--- src/rtl/mem_access.sv ---
// MEM-stage load/store engine: byte-serial little-endian accesses on an 8-bit
// single-port RAM, stalling upstream until the access completes.
module mem_access #(
  parameter int             OPW    = 8,
  parameter logic [OPW-1:0] OP_LB  = 8'h20,
  parameter logic [OPW-1:0] OP_LH  = 8'h21,
  parameter logic [OPW-1:0] OP_LW  = 8'h22,
  parameter logic [OPW-1:0] OP_LBU = 8'h23,
  parameter logic [OPW-1:0] OP_LHU = 8'h24,
  parameter logic [OPW-1:0] OP_SB  = 8'h28,
  parameter logic [OPW-1:0] OP_SH  = 8'h29,
  parameter logic [OPW-1:0] OP_SW  = 8'h2A
) (
  input  logic           clk,
  input  logic           rst,
  input  logic           mem_en,
  input  logic [OPW-1:0] aluop_i,
  input  logic [31:0]    mem_addr_i,
  input  logic [31:0]    rt_data_i,
  input  logic [4:0]     waddr_i,
  input  logic           we_i,
  input  logic [31:0]    wdata_i,
  output logic [4:0]     waddr_o,
  output logic           we_o,
  output logic [31:0]    wdata_o,
  output logic           stall_req,
  output logic [31:0]    ram_addr,
  output logic           ram_wr,
  output logic [7:0]     ram_dout,
  input  logic [7:0]     ram_din
);

  typedef enum logic [1:0] {IDLE, XFER, FIN} state_t;

  state_t      state;
  logic [1:0]  cnt;
  logic [23:0] lbuf;

  logic        is_load;
  logic        is_store;
  logic        is_mem;
  logic        sext;
  logic [2:0]  size;
  logic        last;
  logic [31:0] rt_shift;
  logic [31:0] load_val;

  // Op decode; an unrecognised aluop falls through as a non-memory op.
  always_comb begin
    is_load  = 1'b0;
    is_store = 1'b0;
    sext     = 1'b0;
    size     = 3'd0;
    if (mem_en) begin
      case (aluop_i)
        OP_LB:   begin is_load  = 1'b1; size = 3'd1; sext = 1'b1; end
        OP_LH:   begin is_load  = 1'b1; size = 3'd2; sext = 1'b1; end
        OP_LW:   begin is_load  = 1'b1; size = 3'd4; end
        OP_LBU:  begin is_load  = 1'b1; size = 3'd1; end
        OP_LHU:  begin is_load  = 1'b1; size = 3'd2; end
        OP_SB:   begin is_store = 1'b1; size = 3'd1; end
        OP_SH:   begin is_store = 1'b1; size = 3'd2; end
        OP_SW:   begin is_store = 1'b1; size = 3'd4; end
        default: begin is_load  = 1'b0; is_store = 1'b0; end
      endcase
    end
  end

  assign is_mem   = is_load | is_store;
  assign last     = ({1'b0, cnt} == (size - 3'd1));
  assign rt_shift = rt_data_i >> {cnt, 3'b000};

  // The final load byte arrives on ram_din in FIN and is merged without a register.
  always_comb begin
    case (size)
      3'd1:    load_val = sext ? {{24{ram_din[7]}}, ram_din} : {24'h0, ram_din};
      3'd2:    load_val = sext ? {{16{ram_din[7]}}, ram_din, lbuf[7:0]}
                               : {16'h0, ram_din, lbuf[7:0]};
      default: load_val = {ram_din, lbuf[23:0]};
    endcase
  end

  always_comb begin
    waddr_o   = 5'd0;
    we_o      = 1'b0;
    wdata_o   = 32'h0;
    stall_req = 1'b0;
    ram_addr  = 32'h0;
    ram_wr    = 1'b0;
    ram_dout  = 8'h0;
    if (!rst) begin
      waddr_o = waddr_i;
      if (!is_mem) begin
        we_o    = we_i;
        wdata_o = wdata_i;
      end else begin
        case (state)
          IDLE, XFER: begin
            ram_addr  = mem_addr_i + {30'h0, cnt};
            ram_wr    = is_store;
            ram_dout  = rt_shift[7:0];
            stall_req = !(is_store && last);
          end
          FIN: begin
            we_o    = we_i;
            wdata_o = load_val;
          end
          default: stall_req = 1'b0;
        endcase
      end
    end
  end

  always_ff @(posedge clk) begin
    if (rst) begin
      state <= IDLE;
      cnt   <= 2'd0;
      lbuf  <= 24'h0;
    end else begin
      case (state)
        IDLE: begin
          if (is_mem) begin
            if (size == 3'd1) begin
              state <= is_load ? FIN : IDLE;
            end else begin
              state <= XFER;
              cnt   <= 2'd1;
            end
          end
        end
        XFER: begin
          if (!is_mem) begin
            state <= IDLE;
            cnt   <= 2'd0;
          end else begin
            if (is_load) lbuf[{cnt - 2'd1, 3'b000} +: 8] <= ram_din;
            if (last) begin
              state <= is_store ? IDLE : FIN;
              cnt   <= 2'd0;
            end else begin
              cnt <= cnt + 2'd1;
            end
          end
        end
        FIN: begin
          state <= IDLE;
          cnt   <= 2'd0;
          lbuf  <= 24'h0;
        end
        default: begin
          state <= IDLE;
          cnt   <= 2'd0;
        end
      endcase
    end
  end

endmodule
--- config.mk ---
export PLATFORM = sky130hd
export DESIGN_NAME = mem_access
export DESIGN_NICKNAME = d
export VERILOG_FILES = /design/src/rtl/mem_access.sv
export SDC_FILE = /design/constraint.sdc
export NUM_CORES = 1
export LEC_CHECK = 0
export BUFFER_PORTS_ARGS = -buffer_cell sky130_fd_sc_hd__buf_2
export CORE_ASPECT_RATIO = 1.25
export CORE_UTILIZATION = 35
export DETAILED_ROUTE_END_ITERATION = 12
export PLACE_DENSITY = 0.7
export SKIP_CTS_REPAIR_TIMING = 1
export SYNTH_ARGS = -nofsm -noshare
export SYNTH_HDL_FRONTEND = slang
export SYNTH_SLANG_ARGS = --single-unit
--- constraint.sdc ---
create_clock -name clk -period 3.7 [get_ports clk]
set_clock_uncertainty 0.15 [all_clocks]
set_input_delay 0.74 -clock clk [delete_from_list [all_inputs] [get_ports clk]]
set_output_delay 0.74 -clock clk [all_outputs]
set_load 0.05 [all_outputs]
Yosys cells after proc, flatten, opt, wreduce, memory -nomap -nowiden

Index checks and enable logic that the tools add are counted.

Bitwise operators: 1
Shift-type cells: 3
Add/subtract/negate cells: 5
Muxes and demuxes: 46
Reduce and logical (&&, ||, !) cells: 14
Equal/unequal tests: 18

Operators by type and width:

| cell                   | count |
|---|---|
| $mux 32                | 8 |
| $eq 8x6->1 const B     | 8 |
| $pmux 32 s2            | 1 |
| $mux 24                | 2 |
| $pmux 24 s2            | 1 |
| $add 32x2->32          | 1 |
| $shr 32x5->8           | 1 |
| $bwmux 24              | 1 |
| $mux 8                 | 3 |
| $shift 8x7->24 const A | 1 |
| $shiftx 8x7->24        | 1 |
| $mux 2                 | 10 |
| $mux 1                 | 15 |
| $pmux 3 s3             | 1 |
| $reduce_or 3->1        | 3 |
| $ne 2x2->1 const B     | 4 |
| $pmux 2 s2             | 2 |
| $neg 5->7              | 1 |
| $reduce_or 2->1        | 3 |
| $mux 5                 | 1 |
| $reduce_or 5->1        | 1 |
| $reduce_and 2->1       | 2 |
| $eq 2x3->1             | 1 |
| $eq 3x1->1 const B     | 1 |
| 14 further kinds       | 14 |

Register bits after elaboration: 28
Output and inout port bits: 80
Input port bits: 121

Longest topological paths before layout

Gate-level depths: netlist (run 1).

Depth in word-level cells: 11
Gate-level depth with buffers: 12
Mapped depth without buffers: 9

Worst setup path before layout (run 1)

No wires, ideal clock.

Path type: input -> output
Start: input port aluop_i[2]
End: output port wdata_o[20]
Arrival time: 3.446 ns
Stages: 11
Buffers on the path: 2
Setup slack: -0.636 ns
Cell sequence: buf_6 or4b_4 nor2_4 nand2_1 inv_1 ha_1 nor2_1 a21oi_1 clkbuf_1 nor2_1 o2bb2ai_1

Cells in the longest elaborated chain, start to end: 9
Elaborated cells on any way between the ends: 31

Ends and longest elaborated chain:

| element                                                                    | line | RTL |
|---|---|---|
| start: declaration                                                         | 17   | `input logic [OPW-1:0] aluop_i,` |
| $eq 8x6->1                                                                 | 55   | `case (aluop_i)` |
| $reduce_or 3->1 (no source line) / $reduce_or 2->1 (equally long branches) | --   |  |
| $pmux 3 s3 / $mux 1 (equally long branches)                                | 55   |  |
| $mux 3 / $mux 1 (equally long branches)                                    | 54   | `if (mem_en) begin` |
| $eq 3x2->1, or another cell as far along                                   | 75   | `case (size)` |
| $pmux 32 s2                                                                | 75   |  |
| $mux 32                                                                    | 97   | `case (state)` |
| $mux 32 *                                                                  | 93   | `if (!is_mem) begin` |
| $mux 32 *                                                                  | 91   | `if (!rst) begin` |
| end: declaration                                                           | 25   | `output logic [31:0] wdata_o,` |

Mark *: on every way between the ends. The rest lies on a longest branch, timed or not.

Final worst setup path (run 1)

Start: input port aluop_i[6]
End: output port wdata_o[14]

Cells in the longest elaborated chain, start to end: 9
Elaborated cells on any way between the ends: 30

Ends and longest elaborated chain:

| element                                                                    | line |
|---|---|
| $eq 8x6->1                                                                 | 55 |
| $reduce_or 3->1 (no source line) / $reduce_or 2->1 (equally long branches) | -- |
| $pmux 3 s3 / $mux 1 (equally long branches)                                | 55 |
| $mux 3 / $mux 1 (equally long branches)                                    | 54 |
| $eq 3x2->1, or another cell as far along                                   | 75 |
| $pmux 32 s2                                                                | 75 |
| $mux 32                                                                    | 97 |
| $mux 32 *                                                                  | 93 |
| $mux 32 *                                                                  | 91 |

Marks and branches as above.

==> impl_results.md, run 1 <==
- Status: finished with violations
- Violated checks: setup timing
- Cells after DPL: 743
- Pwr/cell area: 170 nW/um^2
- ANT cells: 0
- Register area share after synthesis: 17.4%
- Critical path required time: 2.81 ns
- Tmin final: 3.79 ns
- Hold Violations, Final: 0
- CP max stage delay: 0.42 ns
- Ports: 201
- Detail Route Antenna Nets: 0
- Die area: 9580 sq um
- CP top delay family: simple AND/OR/NAND/NOR gates
- DRC Markers: 0
- Post-layout nets: 762
- Leak: 2.24 nW
- Worst-path fanout max: 8
- Clock sink count: 28
- Slew @ Worst Pin: 0.615 ns
- First DRT Iteration DRCs: 208
- Net count after synthesis: 553
- Max Slew Vio Count: 0
- Htree depth: 1
- Detail-routed via count per cell: 5.34
- Final Hold Slack: 0.313 ns
- Vias: 4,014
- Routed WL per cell: 15.7 um
- Syn. warnings: 0
- Endpoint class of the critical path: output pin
- Fraction of registers with async set/reset: 0%
- FF/Latch Area: 561 sq um
- Area of the multi-input gates: 3110 sq um
- Clock transition at the registers of the reported paths: 0.09 ns
- Worst hold path type: flip-flop to flip-flop
- First-pass GRT wire length: 17,700 um
- Fill count: 717
- Total global-route track usage: 23.1%
- Cts bufs inserted: 3
- Final worst slack: -0.0867 ns
- Max_slew headroom: 58.7%
- Yosys cell types: 53
- Largest net degree at the start of global routing: 32
- Final setup violation count: 12
- #FFs+latches synth: 28
- Routed WL: 11,800 um
- CP cell instances: buf_2 > nor4b_4 > nand2_1 > or3_4 > inv_2 > ha_4 > nor2_1 > a21o_4 > a221oi_2 > buf_4 > o2bb2ai_4 > buf_8
- Cell taking the most area after synthesis: dfxtp_1
- Top FF cell, synth: dfxtp_1
- Clock buffer depth: 2
- Crit share post-route: 102%
- Vias in the first global route: 3,749
- CTS tree: yes
- Share of cells above drive strength 1: 50.7%
- F_max: 264 MHz
- Synth top area cells: dfxtp_1, nand3_1, nor2_1
- Post-Synthesis Cells: 423
- Detail Placement HPWL: 9320 um
- CP bufs+invs: 4
- GR met2 Demand/Resource: 45.5%
- Synth top cells by count: nor2_1, nand3_1, nand2_1
- Slowest cell on the critical path: or3_4
- Area Overhead vs Synth: 70.4%
- Most common cell in the netlist: nor2_1
- Max-Cap Viols: 0
- Critical path class: input pin to output pin
- Clock Latency Late Sink: 0.27 ns
- Critical Path Start Type: input pin
- Buffers on Ports: 200
- Cell Rows: 38
- 1st-pass router iterations: 4
- Met1 usage: 26.1%
- Syn_area_per_cell: 7.60 sq um
- TNS Setup: -0.465 ns
- Busiest layer in global routing: met2
- RSZ-0062 raised after global routing: yes
- Die height: 109 um
- Root Driver: clkbuf_8
- Routing usage on met3: 3.03%
- Maximum vdd drop: 90.3 uV
- Initial antenna violation count: 1
- Initial core utilization: 36.6%
- Core ar.: 8800 sq um
- Post-synth top area share: 17.4%
- Final Non-Filler Cells: 751
- Gpl congestion: 0.842
- GRT overflow: 0
- Chip width: 87.8 um
- CP arrival: 2.90 ns
- Synth Cell Area: 3220 sq um
- Number of flops mapped to enable cells by yosys: 0
[per-layer routing]
layer / vias to the layer above / routed length [um]
li1: 1980 / -
met1: 1867 / 4570
met5: - / 10
met2: 149 / 6420
met4: 2 / 182
met3: 16 / 618
[worst register-to-register path, stage by stage (launching register included)]
cell,delay (ns)
dfxtp_1,0.35
buf_4,0.27
inv_1,0.15
ha_1,0.41
nand3_1,0.12
nor3b_2,0.49
nand2_1,0.10
o21ai_1,0.13
[area by class of cell]
class | instances | area share [%]
inverter | 6 | 0.411
multi-input combinational | 359 | 56.8
timing repair buffer | 234 | 28.5
tap | 120 | 2.74
clock buffer | 3 | 0.753
clock inverter | 1 | 0.548
sequential | 28 | 10.2
[path summary, 6_finish.rpt]
| check | startpoint | end | slack (ns) | depth (start not counted) |
|---|---|---|---|---|
| worst min register to register | lbuf[18] | lbuf[18] | 0.31 | 2 |
| worst max register to register | cnt[0] | lbuf[22] | 1.46 | 7 |
| worst min-delay path | lbuf[18] | lbuf[18] | 0.31 | 2 |
| worst max-delay path | aluop_i[6] | wdata_o[14] | -0.09 | 12 |
[sequential cells by signal, summed over array words and instances, names as in the netlist]
name and count:
lbuf 24, cnt 2, state 2
[per-stage QoR]
stage | setup slack (ns) | area [sq um] | total power [mW] | util (%)
floorplan | -0.0557 | 3710 | 0.516 | -
global placement | -0.217 | 4980 | 0.650 | 56.6
detailed placement | -0.300 | 4980 | 0.657 | 56.6
CTS | -0.299 | 5050 | 0.896 | 57.4
global route | -0.172 | 5480 | 0.967 | 62.3
finish | -0.0867 | 5480 | 0.933 | 62.3
[power breakdown]
part | switching, mW | leakage [nW] | internal [mW] | total (mW)
clock | 0.0973 | 0.0357 | 0.145 | 0.242
sequential | 0.000162 | 0.225 | 0.301 | 0.301
combinational | 0.218 | 1.98 | 0.171 | 0.389
[cell families (layout without fill, tap and decap cells)]
family / Yosys count / after routing / synth area share [%]
muxes: 9 / 9 / 5.91
DFF: 28 / 28 / 17.4
and+or+nand+nor: 213 / 213 / 34.1
xor gates and xnor gates: 31 / 31 / 8.44
adders and majority gates: 9 / 9 / 3.73
AOI/OAI and AO/OA: 97 / 97 / 25.4
buffers and inverters: 36 / 244 / 5.06
[layout by cell type (no fill, tap or decap), drive strengths merged, types with 15 or more instances in the layout]
cell     count
and3        19
nand3       43
nand2       40
xor2        15
dfxtp       28
o2bb2ai     32
xnor2       16
o21ai       31
buf        234
nor2        58
(Power assumes the default switching activity.)
==> run 2: changes to the inputs <==
SETUP_SLACK_MARGIN = 0.15   (was not set)
==> run 2 against run 1 <==
The flow still finishes with violations (setup timing). First-iteration DRC count fell by 16%. Routed wire length rose by 6.9%. Flip-flop and latch count did not move. Clock power fell by 21%. Clock-buffer cell count rose by 1. Largest power group unchanged.
==> impl_results.md, run 2 (synthesis gave the netlist of run 1 again) <==
- Total global-route track usage: 23.6% (+0.49 points)
- TNS Setup: -0.00788 ns (+0.457 ns)
- Crit share post-route: 100% (-2.1 points)
- RSZ-0062 raised after global routing: yes
- Sequential share of power: 32.9% (+0.6 points)
- CP bufs+invs: 2 (-2)
- Switching Share: 35.8% (+1.9 points)
- 1st-pass router iterations: 4 (unchanged)
- Core ar.: 8800 sq um (unchanged)
- ANT cells: 0 (unchanged)
- Cells after DPL: 737 (-0.81%)
- Final Non-Filler Cells: 751 (unchanged)
- Clock transition at the registers of the reported paths: 0.09 ns (about the same)
- Initial core utilization: 36.6% (unchanged)
- Maximum vdd drop: 127 uV (+41%)
- Clock sink count: 28 (unchanged)
- Reg with most FFs: lbuf
- Share of power burned in the clock network: 20.9% (-5.0 points)
- Registers with the most flip-flops: lbuf: 24 flops, cnt: 2 flops, state: 2 flops
- Clock Latency Late Sink: 0.27 ns (about the same)
- Detail Route Antenna Nets: 0 (unchanged)
- Power after layout: 0.917 mW (-1.7%)
- Chip width: 87.8 um (unchanged)
- Worst hold path type: flip-flop to flip-flop
- Routed WL per cell: 16.8 um (+6.9%)
- Die area: 9580 sq um (unchanged)
- CP cell instances: buf_6 > nor4b_4 > nand2_1 > or3_4 > ha_4 > xnor2_2 > or3_4 > o21bai_4 > a41oi_4 > buf_6
- Initial antenna violation count: 0 (-1)
- Max Slew Vio Count: 0 (unchanged)
- Status: finished with violations
- Critical path required time: 2.81 ns (about the same)
- Root Driver: clkbuf_8
- CP max stage delay: 0.45 ns (+0.03 ns)
- Leak: 2.34 nW (+4.5%)
- Htree depth: 1 (unchanged)
- Endpoint class of the critical path: output pin
- Slew @ Worst Pin: 0.693 ns (+0.0779 ns)
- Reg2reg setup slack: 1.38 ns (-0.08 ns)
- Cell Rows: 38 (unchanged)
- Internal: 0.589 mW (-4.6%)
- Ports: 201 (unchanged)
- CTS tree: yes
- First-pass GRT wire length: 18,000 um (+1.7%)
- Max-Cap Viols: 0 (unchanged)
- Detail Placement HPWL: 9280 um (-0.42%)
- Cts bufs inserted: 3 (unchanged)
- Critical Path Start Type: input pin
- Hold Violations, Final: 0 (unchanged)
- Tmin final: 3.71 ns (-0.0788 ns)
- Critical path class: input pin to output pin
- CP arrival: 2.82 ns (-0.08 ns)
- CP top delay family: simple AND/OR/NAND/NOR gates
- Violated checks: setup timing
- Psw: 0.328 mW (+3.9%)
- Gpl congestion: 0.855 (+1.5%)
- Pwr/cell area: 155 nW/um^2 (-9.0%)
- GRT overflow: 0 (unchanged)
- Vias: 4,071 (+1.4%)
- Most frequent cells in the layout: buf_2, nor2_1, nand3_1
- F_max: 270 MHz (+2.1%)
- Final worst slack: -0.00788 ns (+0.0788 ns)
- Buffers on Ports: 200 (unchanged)
- Final setup violation count: 1 (-11)
- Slowest cell on the critical path: or3_4
- First DRT Iteration DRCs: 174 (-16%)
- Clock buffer depth: 2 (unchanged)
- Routed WL: 12,600 um (+6.9%)
- Largest net degree at the start of global routing: 32 (unchanged)
- Worst-path fanout max: 3 (-5)
- Largest register FFs: 24 (unchanged)
- Fin util: 67.3% (+5.0 points)
- DRC Markers: 0 (unchanged)
- Share of cells above drive strength 1: 53.2% (+2.5 points)
- Area Overhead vs Synth: 84.0%
- Vias in the first global route: 3,764 (+0.40%)
- Most common cell after layout, fill and taps aside: buf_2
- Detail-routed via count per cell: 5.42 (+1.4%)
- Max_slew headroom: 53.7% (-5.0 points)
- Combinational Power Share: 46.2% (+4.5 points)
- Post-layout nets: 762 (unchanged)
- Die height: 109 um (unchanged)
==> run 2: worst reg2reg max path, cell delays in order (launching register included) <==
cell	delay, ns
dfxtp_1	0.35
buf_4	0.29
inv_1	0.19
ha_1	0.44
nand3_1	0.12
nor3b_2	0.44
nand2_1	0.10
o21ai_1	0.16
==> run 2: final cells by class <==
| cell class | count | area [sq um] |
|---|---|---|
| Multi-Input combinational cell | 359 | 3400 |
| Fill cell | 685 | 2880 |
| Timing Repair Buffer | 234 | 1730 |
| Sequential cell | 28 | 561 |
| Tap cell | 120 | 150 |
| Clock buffer | 4 | 55.1 |
| Inverter | 6 | 25.0 |
==> run 2: path summary, 6_finish.rpt <==
| check | startpoint | end | cells past startpoint |
|---|---|---|---|
| setup / recovery | aluop_i[7] | stall_req | 10 |
| hold / removal | lbuf[1] | lbuf[1] | 2 |
| setup reg to reg | cnt[0] | lbuf[21] | 7 |
| hold reg to reg | lbuf[1] | lbuf[1] | 2 |
==> run 2: metal layers <==
| metal | share of wire [%] | wire length, um | GRT usage, % |
|---|---|---|---|
| met1 | 38 | 4810 | 26.7 |
| met2 | 56 | 7010 | 46.8 |
| met3 | 4.7 | 595 | 2.50 |
| met4 | 1.6 | 205 | 4.10 |
| met5 | 0 | 0 | 0 |
==> run 2: through the flow <==
stage	setup WS, ns	instance area [sq um]	hold slack (ns)
floorplan	-0.0557	3860	0.287
global placement	-0.189	5080	0.295
detailed placement	-0.258	5080	0.303
CTS	-0.279	5130	0.317
global route	-0.0731	5920	0.345
finish	-0.00788	5920	0.321
==> run 2: power groups by stage <==
stage / combinational (mW) / sequential, mW / clock [mW]
5_1_grt: 0.445 / 0.302 / 0.213
3_3_place_gp: 0.356 / 0.308 / 0
6_report: 0.424 / 0.301 / 0.191
2_1_floorplan: 0.219 / 0.308 / 0
4_1_cts: 0.363 / 0.301 / 0.194
3_5_place_dp: 0.362 / 0.308 / 0
==> run 3: changes to the inputs <==
CORE_MARGIN = 2   (was not set)
==> run 3 against run 2 <==
The run still ends with setup timing left. Design area fell by 1.5%. Hold slack got worse by 0.010 ns. Total power rose by 13%. Sequential share of layout area rose by 0.15 points. Utilization fell by 2.7 points. Cell count rose by 1.2%. Clock power rose by 70%. Via count rose by 1.1%. Critical path type unchanged. Critical endpoint unchanged.
==> impl_results.md, run 3 (synthesis gave the netlist of run 1 again) <==
- CP most frequent cell: buf_6
- Area of the multi-input gates: 3330 sq um (-2.1%)
- Worst-path fanout max: 3 (unchanged)
- Routed WL: 12,900 um (+2.1%)
- Critical Path Start Type: input pin
- First DRT Iteration DRCs: 147 (-16%)
- Most frequent cells in the layout: buf_2, nor2_1, nand3_1
- Registers with the most flip-flops: lbuf: 24 flops, cnt: 2 flops, state: 2 flops
- FF/Latch Area: 561 sq um (unchanged)
- Cell Rows: 39 (+2.6%)
- Clock buffer depth: 2 (unchanged)
- Routing usage on met3: 3.33% (+0.83 points)
- Clock Latency Late Sink: 0.27 ns (about the same)
- Final setup violation count: 12 (+11)
- Max-Cap Viols: 0 (unchanged)
- Max_slew headroom: 60.0% (+6.3 points)
- Met1 usage: 24.9% (-1.8 points)
- Critical path required time: 2.81 ns (about the same)
- Chip width: 89.8 um (+2.3%)
- Initial core utilization: 35.6% (-0.94 points)
- Endpoint class of the critical path: output pin
- 1st-pass router iterations: 4 (unchanged)
- Share of cells above drive strength 1: 52.3% (-0.97 points)
- Final worst slack: -0.0656 ns (-0.0577 ns)
- Leak: 2.36 nW (+0.60%)
- Detail Placement HPWL: 9910 um (+6.8%)
- Reg with most FFs: lbuf
- Crit share post-route: 102% (+1.6 points)
- Reg2reg setup slack: 1.43 ns (+0.05 ns)
- ANT cells: 0 (unchanged)
- Fill count: 777 (+13%)
- Htree depth: 1 (unchanged)
- Post-layout nets: 768 (+0.79%)
- CP max stage delay: 0.55 ns (+0.10 ns)
- Max Slew Vio Count: 0 (unchanged)
- Crit path to: stall_req
- Cell Area, Placed: 5120 sq um (+0.86%)
- CTS tree: yes
- Design area: 5830 sq um (-1.5%)
- Power after layout: 1.04 mW (+13%)
- Worst reg2reg endpoint: lbuf[22]
- Detail-routed via count per cell: 5.42 (about the same)
- Slowest cell on the critical path: or4b_4
- Vias: 4,117 (+1.1%)
- CP arrival: 2.88 ns (+0.06 ns)
- Hold Violations, Final: 0 (unchanged)
- Pwr/cell area: 178 nW/um^2 (+15%)
- RR Startpoint: cnt[0]
- Vias in the first global route: 4,156 (+10%)
- Core ar.: 9030 sq um (+2.6%)
- Area Overhead vs Synth: 81.2%
- RSZ-0062 raised after global routing: yes
- Buffers on Ports: 200 (unchanged)
- Busiest layer in global routing: met2
- Clock sink count: 28 (unchanged)
- Fin util: 64.6% (-2.7 points)
- CP cell instances: buf_6 > or4b_4 > nor2_4 > nand2_4 > buf_6 > ha_4 > xnor2_4 > or3_4 > o21bai_4 > a41oi_4 > buf_6
- Status: finished with violations
- Die height: 111 um (+1.8%)
- Final Hold Slack: 0.311 ns (-0.0103 ns)
- GR met2 Demand/Resource: 48.4% (+1.6 points)
- Largest net degree at the start of global routing: 32 (unchanged)
- Routed WL per cell: 17.0 um (+0.86%)
- DRC Markers: 0 (unchanged)
- Most common cell after layout, fill and taps aside: buf_2
- Violated checks: setup timing
- Tmin final: 3.77 ns (+0.0577 ns)
- Ports: 201 (unchanged)
- Worst hold path type: flip-flop to flip-flop
- Die area: 9980 sq um (+4.2%)
- First-pass GRT wire length: 19,700 um (+9.4%)
- Initial antenna violation count: 0 (unchanged)
- Clock transition at the registers of the reported paths: 0.07 ns (-0.02 ns)
- Detail Route Antenna Nets: 0 (unchanged)
- Post-place setup slack: -0.293 ns (-0.0356 ns)
- Maximum vdd drop: 130 uV (+2.2%)
- Root Driver: clkbuf_16
- Gpl congestion: 0.853 (-0.21%)
- Crit path from: aluop_i[2]
- GRT overflow: 0 (unchanged)
- Total global-route track usage: 23.5% (-0.054 points)
- Largest register FFs: 24 (unchanged)
- F_max: 266 MHz (-1.5%)
- Worst reg2reg path depth: 7 (unchanged)
- Cts bufs inserted: 3 (unchanged)
- Slew @ Worst Pin: 0.599 ns (-0.0946 ns)
- Critical path class: input pin to output pin
[run 3: cell count changes in the layout (fill, tap and decap cells not counted), moves of 2 or more]
cell,before,now
buf_12,7,5
clkbuf_8,4,0
a221oi_4,8,5
clkbuf_4,10,0
buf_2,151,165
nor2_1,45,53
buf_4,23,27
clkbuf_16,2,4
buf_6,21,34
a221oi_2,0,3
buf_8,20,8
nor2_2,9,2
[run 3: how the worst min path moves through the flow]
stage             start  endpoint  slack [ns]  depth (start not counted)
6_report       lbuf[20]  lbuf[20]        0.31                          2
5_1_grt         lbuf[7]   lbuf[7]        0.34                          2
4_1_cts        lbuf[20]  lbuf[20]        0.31                          2
3_5_place_dp   lbuf[20]  lbuf[20]        0.30                          2
3_3_place_gp   lbuf[20]  lbuf[20]        0.29                          2
2_1_floorplan  lbuf[12]  lbuf[12]        0.29                          2
[run 3: critical path: cells and delay by family]
family | cells | cell delay, ns
AND/OR/NAND/NOR | 4 | 1.10
buffers and inverters | 3 | 0.39
AO/OA/AOI/OAI | 2 | 0.29
adder cells (fa/ha/maj) | 1 | 0.22
XOR/XNOR | 1 | 0.13
[run 3: report_power, final]
part	internal [mW]	switching, mW	leakage [nW]
Combinational	0.181	0.229	2.08
Sequential	0.301	0.000176	0.225
Clock	0.216	0.109	0.0511
Total	0.698	0.338	2.36
[run 3: stage by stage]
stage	cells	TNS (ns)
2_1_floorplan	423	-0.987
3_3_place_gp	745	-5.12
3_5_place_dp	745	-6.96
4_1_cts	749	-7.08
5_1_grt	760	-1.96
6_report	760	-0.234
[run 3: final cells by class]
| type | instances | share of cell area [%] |
|---|---|---|
| clock buffers | 3 | 1.29 |
| clock inverters | 1 | 0.515 |
| inverters | 6 | 0.429 |
| multi-input cells | 359 | 57.1 |
| flip-flops and latches | 28 | 9.62 |
| well taps | 123 | 2.64 |
| repair buffers | 240 | 28.4 |
[run 3: layer usage]
metal  routed length [um]  vias to the layer above
met5                    0                        -
met4                  107                        0
met3                  623                        7
met2                 7470                      147
met1                 4680                     1976
li1                     -                     1987
